### config.mk
export PLATFORM = sky130hd
export DESIGN_NAME = pc_sequencer
export DESIGN_NICKNAME = d
export VERILOG_FILES = /design/src/rtl/pc_sequencer.sv
export SDC_FILE = /design/constraint.sdc
export NUM_CORES = 1
export LEC_CHECK = 0
export CORE_ASPECT_RATIO = 2
export CORE_MARGIN = 2
export CORE_UTILIZATION = 35
export DETAILED_ROUTE_END_ITERATION = 16
export PLACE_DENSITY_LB_ADDON = 0.25
export SYNTH_ARGS = -nofsm -noshare
export SYNTH_HDL_FRONTEND = slang
export SYNTH_SLANG_ARGS = --single-unit
### constraint.sdc
create_clock -name clk -period 6.9 [get_ports clk]
set_clock_uncertainty 0.2 [all_clocks]
set_input_delay 0.69 -clock clk [delete_from_list [all_inputs] [get_ports clk]]
set_output_delay 0.69 -clock clk [all_outputs]
set_load 0.02 [all_outputs]
### src/rtl/pc_sequencer.sv
// PC register, next-PC selection and BOOT/RUN/HALT controller for the single-cycle core.
// Optional return-address stack is built when PC_RAS_EN is defined.
module pc_sequencer #(
  parameter logic signed [31:0] RESET_VECTOR = 32'sd0,
  parameter int unsigned        RAS_DEPTH    = 4
) (
  input  logic               clk,
  input  logic               rst,
  input  logic signed [31:0] pc_plus1,
  input  logic               stall,
  input  logic               branch_taken,
  input  logic signed [31:0] branch_offset,
  input  logic               jump,
  input  logic signed [31:0] jump_target,
  input  logic               halt,
  input  logic               resume,
  input  logic               call,
  input  logic               ret,
  output logic signed [31:0] pc,
  output logic               pc_valid,
  output logic               halted,
  output logic               ras_err
);

  typedef enum logic [1:0] {
    ST_BOOT = 2'd0,
    ST_RUN  = 2'd1,
    ST_HALT = 2'd2
  } state_e;

  state_e             state_q, state_d;
  logic signed [31:0] pc_q, pc_d;
  logic               pc_valid_q;
  logic               halted_q;

`ifdef PC_RAS_EN
  localparam int unsigned PTR_W = $clog2(RAS_DEPTH);
  localparam logic [PTR_W:0] FULL_CNT = (PTR_W + 1)'(RAS_DEPTH);

  logic signed [31:0] ras_mem [RAS_DEPTH];
  logic [PTR_W-1:0]   sp_q;
  logic [PTR_W:0]     cnt_q;
  logic               ras_err_q;
  logic [PTR_W-1:0]   top_idx;
  logic               ras_empty, ras_full;
  logic               push, pop, err_d;

  // sp_q points at the next free slot; when full that slot holds the oldest entry.
  assign top_idx   = sp_q - 1'b1;
  assign ras_empty = (cnt_q == '0);
  assign ras_full  = (cnt_q == FULL_CNT);
`else
  localparam int unsigned unused_ras_depth = RAS_DEPTH;
  logic unused_call_ret;
  assign unused_call_ret = call ^ ret;
`endif

  // NOTE: every signal written here gets a default first, so no latch can be inferred.
  always_comb begin
    state_d = state_q;
    pc_d    = pc_q;
`ifdef PC_RAS_EN
    push    = 1'b0;
    pop     = 1'b0;
    err_d   = 1'b0;
`endif
    unique case (state_q)
      ST_BOOT: state_d = ST_RUN;
      ST_RUN: begin
        if (stall) begin
          pc_d = pc_q;
        end else if (halt) begin
          state_d = ST_HALT;
`ifdef PC_RAS_EN
        end else if (ret) begin
          if (ras_empty) begin
            pc_d  = pc_plus1;
            err_d = 1'b1;
          end else begin
            pop  = 1'b1;
            pc_d = ras_mem[top_idx];
          end
          if (call) err_d = 1'b1;
        end else if (call) begin
          push  = 1'b1;
          pc_d  = jump_target;
          err_d = ras_full;
`endif
        end else if (jump) begin
          pc_d = jump_target;
        end else if (branch_taken) begin
          pc_d = pc_plus1 + branch_offset;
        end else begin
          pc_d = pc_plus1;
        end
      end
      ST_HALT: begin
        // Resuming skips the HALT word itself.
        if (resume) begin
          state_d = ST_RUN;
          pc_d    = pc_plus1;
        end
      end
      default: state_d = ST_BOOT;
    endcase
  end

  // NOTE: sequential state uses non-blocking assignments only.
  always_ff @(posedge clk) begin
    if (rst) begin
      state_q    <= ST_BOOT;
      pc_q       <= RESET_VECTOR;
      pc_valid_q <= 1'b0;
      halted_q   <= 1'b0;
    end else begin
      state_q    <= state_d;
      pc_q       <= pc_d;
      pc_valid_q <= (state_d == ST_RUN);
      halted_q   <= (state_d == ST_HALT);
    end
  end

`ifdef PC_RAS_EN
  always_ff @(posedge clk) begin
    if (rst) begin
      sp_q      <= '0;
      cnt_q     <= '0;
      ras_err_q <= 1'b0;
    end else begin
      ras_err_q <= err_d;
      if (push) begin
        sp_q <= sp_q + 1'b1;
        if (!ras_full) cnt_q <= cnt_q + 1'b1;
      end else if (pop) begin
        sp_q  <= top_idx;
        cnt_q <= cnt_q - 1'b1;
      end
    end
  end

  // NOTE: stack storage is not reset; clearing the pointer and count is enough to empty it.
  always_ff @(posedge clk) begin
    if (push) ras_mem[sp_q] <= pc_plus1;
  end

  assign ras_err = ras_err_q;
`else
  assign ras_err = 1'b0;
`endif

  assign pc       = pc_q;
  assign pc_valid = pc_valid_q;
  assign halted   = halted_q;

endmodule

==> results of run 1 <==
==> final timing paths <==
path                                            start             endpoint  slack (ns)
worst max-delay path                      pc_plus1[0]  pc[28]$_SDFFE_PP0P_        2.81
worst min-delay path              pc[12]$_SDFFE_PP0P_  pc[12]$_SDFFE_PP0P_        0.26
worst max register to register  state_q[0]$_SDFF_PP0_  pc[28]$_SDFFE_PP0P_        3.37
worst min register to register    pc[12]$_SDFFE_PP0P_  pc[12]$_SDFFE_PP0P_        0.26
==> cell families (layout without fill, tap and decap cells) <==
group | after synthesis | in the layout | share of synthesized area (%)
xor+xnor | 22 | 22 | 4.909
fa+ha+maj | 32 | 32 | 10.39
mux | 4 | 4 | 1.020
compound gates | 202 | 202 | 36.60
flops | 36 | 36 | 18.36
buf+inv | 46 | 159 | 7.045
other cells | 1 | 1 | 0.09554
simple gates | 176 | 176 | 21.58
==> through the flow <==
step	utilization, %	std cells
5_1_grt	49.50	772
4_1_cts	49.50	772
2_1_floorplan	-	519
6_report	49.50	772
3_3_place_gp	48.13	764
3_5_place_dp	48.13	764
==> synthesized netlist by cell type, types with 5 or more instances <==
library cell and number:
sky130_fd_sc_hd__o21ai_0 18, sky130_fd_sc_hd__inv_1 9, sky130_fd_sc_hd__nand2_1 44, sky130_fd_sc_hd__xor2_1 10
sky130_fd_sc_hd__nor2_1 59, sky130_fd_sc_hd__o21ai_1 10, sky130_fd_sc_hd__a21o_1 10, sky130_fd_sc_hd__a31oi_1 7
sky130_fd_sc_hd__o22ai_1 14, sky130_fd_sc_hd__dfxtp_1 36, sky130_fd_sc_hd__xnor2_1 12, sky130_fd_sc_hd__o211ai_1 6
sky130_fd_sc_hd__clkbuf_1 19, sky130_fd_sc_hd__o31ai_1 6, sky130_fd_sc_hd__nor3_1 9, sky130_fd_sc_hd__nor2b_1 7
sky130_fd_sc_hd__clkbuf_8 6, sky130_fd_sc_hd__o21bai_1 6, sky130_fd_sc_hd__a211oi_1 13, sky130_fd_sc_hd__nand3_1 18
sky130_fd_sc_hd__buf_2 5, sky130_fd_sc_hd__ha_1 31, sky130_fd_sc_hd__a221oi_1 10, sky130_fd_sc_hd__a21oi_1 50
sky130_fd_sc_hd__a2111oi_0 5, sky130_fd_sc_hd__nand4_1 7
==> where the power goes <==
group	internal [mW]	switching, mW	total (mW)	leakage (nW)
Sequential	0.221	0.00730	0.228	0.294
Clock	0.144	0.0966	0.241	0.0701
Combinational	0.172	0.207	0.379	1.64
==> cell type report <==
cell class / instances / area (µm²) / area share [%]
Timing Repair Buffer: 142 / 1406 / 25.96
Tap cell: 140 / 175.2 / 3.233
Sequential cell: 36 / 720.7 / 13.30
Clock buffer: 7 / 142.6 / 2.633
Clock inverter: 1 / 7.507 / 0.1386
Inverter: 9 / 33.78 / 0.6236
Multi-Input combinational cell: 437 / 2932 / 54.11
==> worst min-delay path: stages, from the launching register on <==
cell,delay [ns]
sky130_fd_sc_hd__dfxtp_1,0.31
sky130_fd_sc_hd__nand2_1,0.05
sky130_fd_sc_hd__a21oi_1,0.05
==> placed cells by master, fill, tap and decap left out, drive strengths merged, types with 5 or more instances in the layout <==
cell           netlist  routed
o22ai               14      14
nand2               45      45
nor3                 9       9
nor4                 5       5
o21ai               28      28
nor2b                7       7
o21bai               6       6
nand4                7       7
a31oi                8       8
o31ai                6       6
xor2                10      10
buf                 11       6
a21o                12      12
ha                  31      31
dfxtp               36      36
a221oi              11      11
o211ai               6       6
or3                  6       6
clkbuf              25       7
a2111oi              8       8
a211oi              17      17
inv                  9       9
nand3               18      18
a21oi               50      50
nor2                59      59
xnor2               12      12
clkdlybuf4s50        1     136
==> flip-flops by register name, summed over array words and instances (netlist names) <==
| register | cells |
|---|---|
| halted | 1 |
| state_q | 2 |
| pc_valid | 1 |
| pc | 32 |
==> per-layer routing <==
metal  part of all wire, %  up-vias
li1                      -     2203
met1                    34     2133
met2                    54      218
met3                   5.4       50
met4                   6.8        0
met5                     0        -
==> results.py, run 1 <==
metrics = {
    "drt": {
        "dr_drc_count": 0,
        "dr.pass1.iters": 7,
        "post_drt_wl_per_cell_um": 20.60,
        "initialDrtViolationCount": 236,
        "detail-route-antenna-nets": 0,
        "via_count": 4604,
        "finalWirelength_um": 15910,
        "avgViaCountPerCell": 5.964,
    },
    "hold_path": {
        "hp-class": "reg2reg",
        "cell_depth_of_the_worst_hold_path": 2,
    },
    "synth": {
        "synthesis.area_per_instance_um2": 7.563,
        "synth-edff-count": 0,
        "synthArstFlopShare_pct": 0,
        "largest_cells_by_area_after_synthesis": "sky130_fd_sc_hd__dfxtp_1 18%, sky130_fd_sc_hd__ha_1 9.9%, sky130_fd_sc_hd__a21oi_1 6.4%",
        "synth_seq_cells": 36,
        "synth_ff_type": "sky130_fd_sc_hd__dfxtp_1",
        "synth.cell_area_mm2": 0.003925,
        "synth_cell_type_count": 79,
        "warnings_synthesis": 0,
        "yosysTopAreaCellShare_pct": 18.36,
        "synthesis.nets": 656,
        "synth.yosys.seq_area_share_pct": 18.36,
        "synthDominantAreaCellType": "sky130_fd_sc_hd__dfxtp_1",
        "syn-instance-count": 519,
    },
    "global_routing": {
        "grt_util_met1_pct": 24.99,
        "global_route_wire_length_before_repair_um": 23560,
        "antenna_violations_before_repair": 0,
        "groute.layer.met3.usage_pct": 2.582,
        "grt.total_usage_pct": 25.29,
        "grt_start_max_net_pins": 38,
        "via_count_of_the_first_global_routing_pass": 4543,
        "most_crowded_layer_after_global_routing": "met2",
        "grt_remaining_overflow": 0,
        "gr-usage-met2_pct": 48.03,
    },
    "worst_setup_path": {
        "critPathRequiredTime_ns": 6.85,
        "critical_path_peak_fanout": 4,
        "endpoint_kind": "register",
        "critPathSlowestCell": "sky130_fd_sc_hd__a222oi_1",
        "timing_worst_setup_path_type": "in2reg",
        "crit_arrival_ns": 4.04,
        "critical-path-max-stage-delay_ns": 0.53,
        "rr_worst_depth": 6,
        "critical_path.n_buffers_inverters": 1,
        "worstSetupPathDepth": 11,
        "critical_path.startpoint_type": "input port",
        "critical_path.cell_chain": "clkdlybuf4s50_1 -> ha_1 -> fa_1 -> a211oi_2 -> o21bai_1 -> a32oi_1 -> nand4_1 -> a311oi_2 -> xnor2_1 -> a222oi_1 -> a211oi_1",
        "cpLargestDelayFamily": "compound AO/OA/AOI/OAI gates",
    },
    "clock_tree": {
        "clk_latency_ns": 0.29,
        "cts-hold-fix-buffers": 0,
        "ctsResizeCount": 0,
        "clock_tree.root_cell": "sky130_fd_sc_hd__clkbuf_16",
        "clk_transition_reported_paths_ns": 0.06,
        "clkSinkCount": 36,
        "numCtsBuffers": 5,
        "cts_buffer_depth": 2,
        "cts_max_level": 2,
        "tritoncts": "done",
        "cts_setup_buffers": 0,
    },
    "placement": {
        "dp_worst_setup_slack_ns": 2.622,
        "place.detailed.hpwl_um": 12520,
        "gp_congestion": 0.9665,
        "placement.cell_area_mm2": 0.005268,
        "numPortBuffers": 136,
    },
    "finish": {
        "fill_cells": 1140,
        "area_delta_synth_final_pct": 38.03,
        "drive_above_1_share_pct": 6.013,
        "finalInstanceArea_mm2": 0.005418,
        "n_antenna_cell": 0,
        "design.final.nets": 768,
    },
    "flow_run": {
        "max_cap_violations": 0,
    },
    "die": {
        "fp.dieW_um": 78.88,
        "fp.coreArea_mm2": 0.01095,
        "fp.dieH_um": 153.8,
        "initial_core_utilization_pct": 35.86,
        "die-area_mm2": 0.01213,
        "ios": 140,
        "row_count": 54,
    },
    "sta": {
        "final_period_minus_worst_setup_slack_ns": 4.090,
        "fin_ws_ns": 2.810,
        "final_hold_viol_count": 0,
        "worst_pin_slew_ns": 1.010,
        "fin_hold_ws_ns": 0.2600,
        "achievable-frequency_mhz": 244.5,
        "setup_total_negative_slack_ns": 0,
        "rsz0062_at_grt": "false",
        "post-route-period-util_pct": 59.28,
        "setup_violations": 0,
        "final_max_tran_viols": 0,
        "max_transition_margin_pct": 32.39,
    },
    "power_and_ir_drop": {
        "vdd.ir_drop.worst_uv": 108.0,
        "static-leakage-power_nw": 2.005,
        "power_density_mw_per_mm2": 156.4,
        "design_power_total_mw": 0.8474,
    },
    "status": {
        "run_status": "completed",
    },
}
No activity file was read; power rests on OpenSTA's default activity.
==> run 2: changes to the inputs <==
Clock period 6.9 ns to 3.3 ns, I/O delays scaled along.
==> run 2 against run 1 <==
  * Combinational power rose by 140%
  * Clock power rose by 110%
  * Setup slack got worse by 2.7 ns
  * Core utilization rose by 6.2 points
  * Non-clock buffer count rose by 85
  * Routed wire length rose by 7.7%
  * Sequential share of layout area fell by 1.5 points
  * Critical path depth did not move
==> results.py, run 2 (synthesis results as in run 1) <==
metrics = {
    "finish": {
        "fill_cells": 1093,
        "drive_above_1_share_pct": 17.71,
        "largest_reg_flops": 32,
        "layout_commonest_cell": "sky130_fd_sc_hd__clkdlybuf4s50_1",
        "area_delta_synth_final_pct": 55.18,
        "n_antenna_cell": 0,
        "most-common-layout-cells": "136 x sky130_fd_sc_hd__clkdlybuf4s50_1, 91 x sky130_fd_sc_hd__buf_4, 59 x sky130_fd_sc_hd__nor2_1, 49 x sky130_fd_sc_hd__a21oi_1, 44 x sky130_fd_sc_hd__nand2_1",
        "design.final.nets": 853,
        "finalInstanceArea_mm2": 0.006091,
        "layout_cells_excl_fill": 857,
    },
    "worst_setup_path": {
        "critical_path.cell_chain": "clkdlybuf4s50_1 -> ha_1 -> fa_1 -> a211oi_2 -> o211ai_1 -> nand3_1 -> a2111oi_0 -> or4_1 -> o31ai_1 -> nor2_1 -> a2111oi_2",
        "crit_arrival_ns": 3.19,
        "critPathRequiredTime_ns": 3.29,
        "endpoint_kind": "register",
        "critical_path.startpoint_type": "input port",
        "critical_path_peak_fanout": 3,
        "critical-path-max-stage-delay_ns": 0.55,
        "timing_worst_setup_path_type": "in2reg",
        "critPathSlowestCell": "sky130_fd_sc_hd__or4_1",
    },
    "clock_tree": {
        "clock_tree.root_cell": "sky130_fd_sc_hd__clkbuf_16",
        "clk_latency_ns": 0.28,
        "cts-hold-fix-buffers": 0,
        "tritoncts": "done",
        "clk_transition_reported_paths_ns": 0.06,
        "cts_max_level": 2,
        "cts_buffer_depth": 2,
        "cts_setup_buffers": 0,
        "numCtsBuffers": 5,
        "clkSinkCount": 36,
        "ctsResizeCount": 0,
    },
    "sta": {
        "fin_ws_ns": 0.09682,
        "final_period_minus_worst_setup_slack_ns": 3.203,
        "setup_violations": 0,
        "rsz0062_at_grt": "true",
        "final_max_tran_viols": 0,
        "post-route-period-util_pct": 97.07,
        "fin_hold_ws_ns": 0.2642,
        "worst_pin_slew_ns": 0.6164,
        "max_transition_margin_pct": 57.84,
        "final_hold_viol_count": 0,
        "achievable-frequency_mhz": 312.2,
    },
    "status": {
        "run_status": "completed",
    },
    "placement": {
        "gp_congestion": 1.021,
        "numPortBuffers": 136,
        "place.detailed.hpwl_um": 13870,
        "dp_worst_setup_slack_ns": -0.2479,
        "placement.cell_area_mm2": 0.005906,
        "placed_cells": 849,
    },
    "die": {
        "initial_core_utilization_pct": 35.86,
        "row_count": 54,
        "die-area_mm2": 0.01213,
        "fp.dieH_um": 153.8,
        "ios": 140,
        "fp.coreArea_mm2": 0.01095,
        "fp.dieW_um": 78.88,
    },
    "power_and_ir_drop": {
        "switchingPower_mw": 0.6827,
        "switching_share_pct": 35.98,
        "logic_gate_share_of_total_power_pct": 48.3,
        "power_density_mw_per_mm2": 311.6,
        "static-leakage-power_nw": 2.425,
        "p_clk_share_pct": 26.5,
        "power_frac_seq_pct": 25.2,
        "vdd.ir_drop.worst_uv": 204.2,
        "power_report.internal_total_mw": 1.215,
    },
    "drt": {
        "via_count": 5016,
        "detail-route-antenna-nets": 0,
        "initialDrtViolationCount": 260,
        "dr.pass1.iters": 5,
        "avgViaCountPerCell": 5.853,
        "dr_drc_count": 0,
        "finalWirelength_um": 17130,
        "post_drt_wl_per_cell_um": 19.98,
    },
    "flow_run": {
        "max_cap_violations": 0,
    },
    "global_routing": {
        "via_count_of_the_first_global_routing_pass": 5198,
        "global_route_wire_length_before_repair_um": 25940,
        "grt.total_usage_pct": 27.94,
        "antenna_violations_before_repair": 0,
        "grt_start_max_net_pins": 23,
        "grt_remaining_overflow": 0,
    },
    "hold_path": {
        "hp-class": "reg2reg",
    },
}
[run 2: cell count changes in the layout (fill, tap and decap cells not counted), sizes merged]
cell and delta:
buf +85
[run 2: area by class of cell]
cell class / instances / area (µm²) / share of cell area (%)
clock buffers: 7 / 142.6 / 2.342
clock inverters: 1 / 7.507 / 0.1233
inverters: 9 / 33.78 / 0.5546
multi-input cells: 437 / 2967 / 48.71
flip-flops and latches: 36 / 720.7 / 11.83
well taps: 140 / 175.2 / 2.876
repair buffers: 227 / 2044 / 33.57
[run 2: final timing paths]
| check | startpoint | cells past startpoint | to | slack (ns) |
|---|---|---|---|---|
| worst min-delay path | pc[12]$_SDFFE_PP0P_ | 2 | pc[12]$_SDFFE_PP0P_ | 0.26 |
| worst max register to register | state_q[1]$_SDFF_PP0_ | 7 | pc[21]$_SDFFE_PP0P_ | 1.05 |
| worst min register to register | pc[12]$_SDFFE_PP0P_ | 2 | pc[12]$_SDFFE_PP0P_ | 0.26 |
| worst max-delay path | pc_plus1[0] | 11 | pc[26]$_SDFFE_PP0P_ | 0.1 |
[run 2: worst max-delay path: cells and delay by family]
family | cells | cell delay, ns
adder cells (fa/ha/maj) | 2 | 0.65
AND/OR/NAND/NOR | 3 | 0.81
AO/OA/AOI/OAI | 5 | 0.98
buffers and inverters | 1 | 0.42
[run 2: per-layer routing]
metal	GRT usage, %	part of all wire (%)
met2	52.71	53
met5	0	0
met4	22.41	8.8
met3	3.580	5.4
met1	25.69	33
[run 2: power by group through the flow]
| stage | sequential, mW | combinational [mW] | clock (mW) |
|---|---|---|---|
| 3_5_place_dp | 0.488 | 0.896 | 0 |
| 6_report | 0.478 | 0.917 | 0.503 |
| 4_1_cts | 0.478 | 0.902 | 0.514 |
| 2_1_floorplan | 0.515 | 0.446 | 0 |
| 3_3_place_gp | 0.487 | 0.888 | 0 |
| 5_1_grt | 0.481 | 0.984 | 0.525 |
[run 2: metrics by stage]
| stage | utilization [%] | total power [mW] | setup TNS, ns |
|---|---|---|---|
| after CTS | 55.33 | 1.894 | 0 |
| after floorplan | - | 0.9616 | 0 |
| after detailed placement | 53.96 | 1.383 | -1.304 |
| after global routing | 55.65 | 1.990 | -0.004699 |
| final | 55.65 | 1.898 | 0 |
| after global placement | 53.96 | 1.375 | -0.7359 |
==> edit 1, RTL diff (settings of run 2) <==
Add a define of `PC_RAS_EN`.
--- a/src/rtl/pc_sequencer.sv
+++ b/src/rtl/pc_sequencer.sv
@@ -1,5 +1,7 @@
 // PC register, next-PC selection and BOOT/RUN/HALT controller for the single-cycle core.
 // Optional return-address stack is built when PC_RAS_EN is defined.
+`define PC_RAS_EN
+
 module pc_sequencer #(
   parameter logic signed [31:0] RESET_VECTOR = 32'sd0,
   parameter int unsigned        RAS_DEPTH    = 4
Check against the original RTL: not equivalent (a bounded check fails within 4 cycles, from zero or initial values and one cycle with rst high).
==> edit 1 against run 2 <==
Area after synthesis rose by 140%; sequential share of layout area is 25 points higher; sequential cell count increased by 134; design area is 110% higher; die area is 130% higher; setup slack improved by 32 ps; total power rose to 3.0 times the old value; wire length up 100%; worst hold slack got worse by 100 ps; largest power group is now registers; highest routed layer unchanged.
==> edit 1: results (changes against run 2) <==
* Status: complete, no violations
* Met2 usage at 0.437 (-0.0904)
* Initial DRT Pass Iterations at 6 (+1)
* First-pass GRT wire length at 51100 um (+97%)
* Clk_lat worst skew at 450 ps (+170 ps)
* Routed len/inst at 23.9 um (+20%)
* Final net count at 1227 (+44%)
* Initial antenna violation count at 1 (+1)
* CP max-delay cell: clkdlybuf4s50_1
* Netlist cell types at 70 (-11%)
* Multi-input combinational area share at 0.350 (-0.137)
* Max reg flops at 128 (+300%)
* Compound-Gate Fraction of Synth Area at 0.186 (-0.180)
* Met3 Use GR at 0.0339 (-0.00188)
* Nonclk inv count at 16 (+7)
* DRT met1 WL at 12900 um (+130%)
* Fraction of area in non-clock buffers at 0.195 (-0.141)
* Nonclk buf count at 276 (+22%)
* Pin count of the biggest net entering global routing at 33 (+43%)
* Fillers at 2483 (+130%)
* Design Power at 0.00561 W (+200%)
* Critical Path AT at 3280 ps (+90 ps)
* Pre-CTS WS at -423 ps (-175 ps)
* Leak Pwr at 4.63 nW (+91%)
* Crit path max fanout at 4 (+1)
* Met2 WL post-DR at 18100 um (+99%)
* Detailed placer's ending HPWL at 26000 um (+87%)
* Reg power frac at 0.420 (+0.168)
* Seq cells at 170 (+370%)
* H-tree depth at 4 (+2)
* Gr usage total at 0.246 (-0.0338)
* Met1 Track Usage GR at 0.285 (+0.0283)
* Hold/Removal Path Class: input port to flop
* RePlAce Congestion at 0.897 (-12%)
* Port Buf Inserts at 139 (+2.2%)
* Total placed cells including tap cells at 1409 (+66%)
* Clock-cell share at 0.0471 (+0.0224)
* Xor/xnor share of the synthesized area at 0.0262 (-0.0229)
* Fraction of layout cells with a size suffix above 1 at 0.199 (+0.0214)
* Mux cell area share after synthesis at 0.0835 (+0.0733)
* Combinational power at 0.00119 W (+30%)
* EDFF count, synth at 128 (+128)
* Number of global-route vias before repair at 8329 (+60%)
* Syn_nets at 989 (+51%)
* Post-route cell area at 0.0127 mm2 (+110%)
* Sequential cell area at 0.00469 mm2 (+550%)
* Multi-In Gates at 604 (+38%)
edit 1: cell types whose count changed in the layout (fill, tap and decap cells not counted), sizes merged, moves of 8 or more:
| cell | before | now |
|---|---|---|
| clkbuf | 7 | 17 |
| inv | 9 | 19 |
| mux4 | 0 | 32 |
| edfxtp | 0 | 128 |
| nand2 | 45 | 76 |
| a22o | 0 | 8 |
| buf | 91 | 139 |
| a21oi | 50 | 67 |
| a221oi | 11 | 19 |
| and3 | 4 | 13 |
| o21ai | 28 | 47 |
edit 1: worst paths after layout:
check | cells past startpoint | from | endpoint | slack, ps
setup / recovery | 13 | pc_plus1[0] | pc[10] | 130
setup reg to reg | 8 | sp_q[1] | pc[24] | 590
hold / removal | 2 | rst | pc_valid | 160
hold reg to reg | 2 | pc[6] | pc[6] | 270
edit 1: cells by family after synthesis:
kind of cell             count (synthesis)
AO/OA/AOI/OAI                          257
flip-flops                             170
AND/OR/NAND/NOR                        244
XOR/XNOR                                28
multiplexers                            38
buffers and inverters                   73
adder cells (fa/ha/maj)                 37
==> edit 2, RTL diff (settings of run 2) <==
Made on the original files. The 3 states of `state_e` get a one-hot encoding in 3 bits.
--- a/src/rtl/pc_sequencer.sv
+++ b/src/rtl/pc_sequencer.sv
@@ -22,10 +22,10 @@
   output logic               ras_err
 );
 
-  typedef enum logic [1:0] {
-    ST_BOOT = 2'd0,
-    ST_RUN  = 2'd1,
-    ST_HALT = 2'd2
+  typedef enum logic [2:0] {
+    ST_BOOT = 3'b001,
+    ST_RUN  = 3'b010,
+    ST_HALT = 3'b100
   } state_e;
 
   state_e             state_q, state_d;
Function: no difference found for any inputs over 10 cycles, from zero or initial values and one cycle with rst high; not proved beyond that.
==> edit 2 against run 2 <==
Sequential cell count up 1; area after synthesis is 3.9% lower; core utilization increased by 2.3 points; setup slack got worse by 26 ps; total power down 1.7%; design area fell by 0.39%; worst hold slack got worse by 5.9 ps; wire length is 2.5% lower; combinational power down 13%; highest routed layer unchanged.
==> edit 2: results (changes against run 2) <==
* First-pass GRT wire length at 25800 um (-0.51%)
* Clock buffer count at 5 (-2)
* Combinational power at 0.000799 W (-13%)
* Pin count of the biggest net entering global routing at 35 (+52%)
* Adder-Cell Fraction of Synth Area at 0.108 (+0.00424)
* Xor/xnor share of the synthesized area at 0.0581 (+0.00897)
* RePlAce Congestion at 0.939 (-8.0%)
* Hold_sp: pc[11]
* Leak Pwr at 2.50 nW (+3.2%)
* Routed len/inst at 19.6 um (-1.7%)
* Starting DRT DRC Count at 322 (+24%)
* Final net count at 849 (-0.47%)
* Clock-cell share at 0.0278 (+0.00319)
* Pwr dens at 307 mW/mm2 (-1.3%)
* Status: complete, no violations
* Syn_nets at 651 (-0.76%)
* Slowest stage delay, CP at 420 ps (-130 ps)
* Hold slack at 258 ps (-5.85 ps)
* Nonclk buf count at 220 (-3.1%)
* Netlist cell types at 67 (-15%)
* Reg2reg path depth at 5 (-2)
* Clock Sinks at 37 (+2.8%)
* Nonclk inv count at 12 (+3)
* Gr usage total at 0.286 (+0.00656)
* DRT met1 WL at 5540 um (-1.0%)
* Worst slew margin at 0.516 (-0.0627)
* Routed wl met3 at 666 um (-28%)
* CP max-delay cell: clkdlybuf4s50_1
* Reg2reg start: state_q[2]
* Sequential cell area at 741 um2 (+2.8%)
edit 2: cell types whose count changed after synthesis, moves of 5 or more:
cell	delta
clkbuf_8	-6
o21ai_0	+17
nand3_1	-8
a31oi_1	-5
o21ai_1	-6
o211ai_1	-5
a2111oi_0	-5
nand2_1	-5
nor3_1	+6
a21oi_1	+10
clkbuf_1	+6
a21o_1	+8
edit 2: worst max path at each step:
stage             end  slack (ps)  depth (start not counted)
2_1_floorplan  pc[26]         340                         11
3_3_place_gp   pc[12]        -410                         14
3_5_place_dp   pc[30]        -380                         12
4_1_cts        pc[17]          30                         13
5_1_grt        pc[26]         -70                         13
6_report       pc[12]          70                         15
edit 2: timing repair:
action	4_1_cts	5_1_grt
hold endpoints to repair	0	0
gates resized for setup	3	12
pin swaps	2	17
endpoints found under the setup margin	4	12
setup buffers	0	2
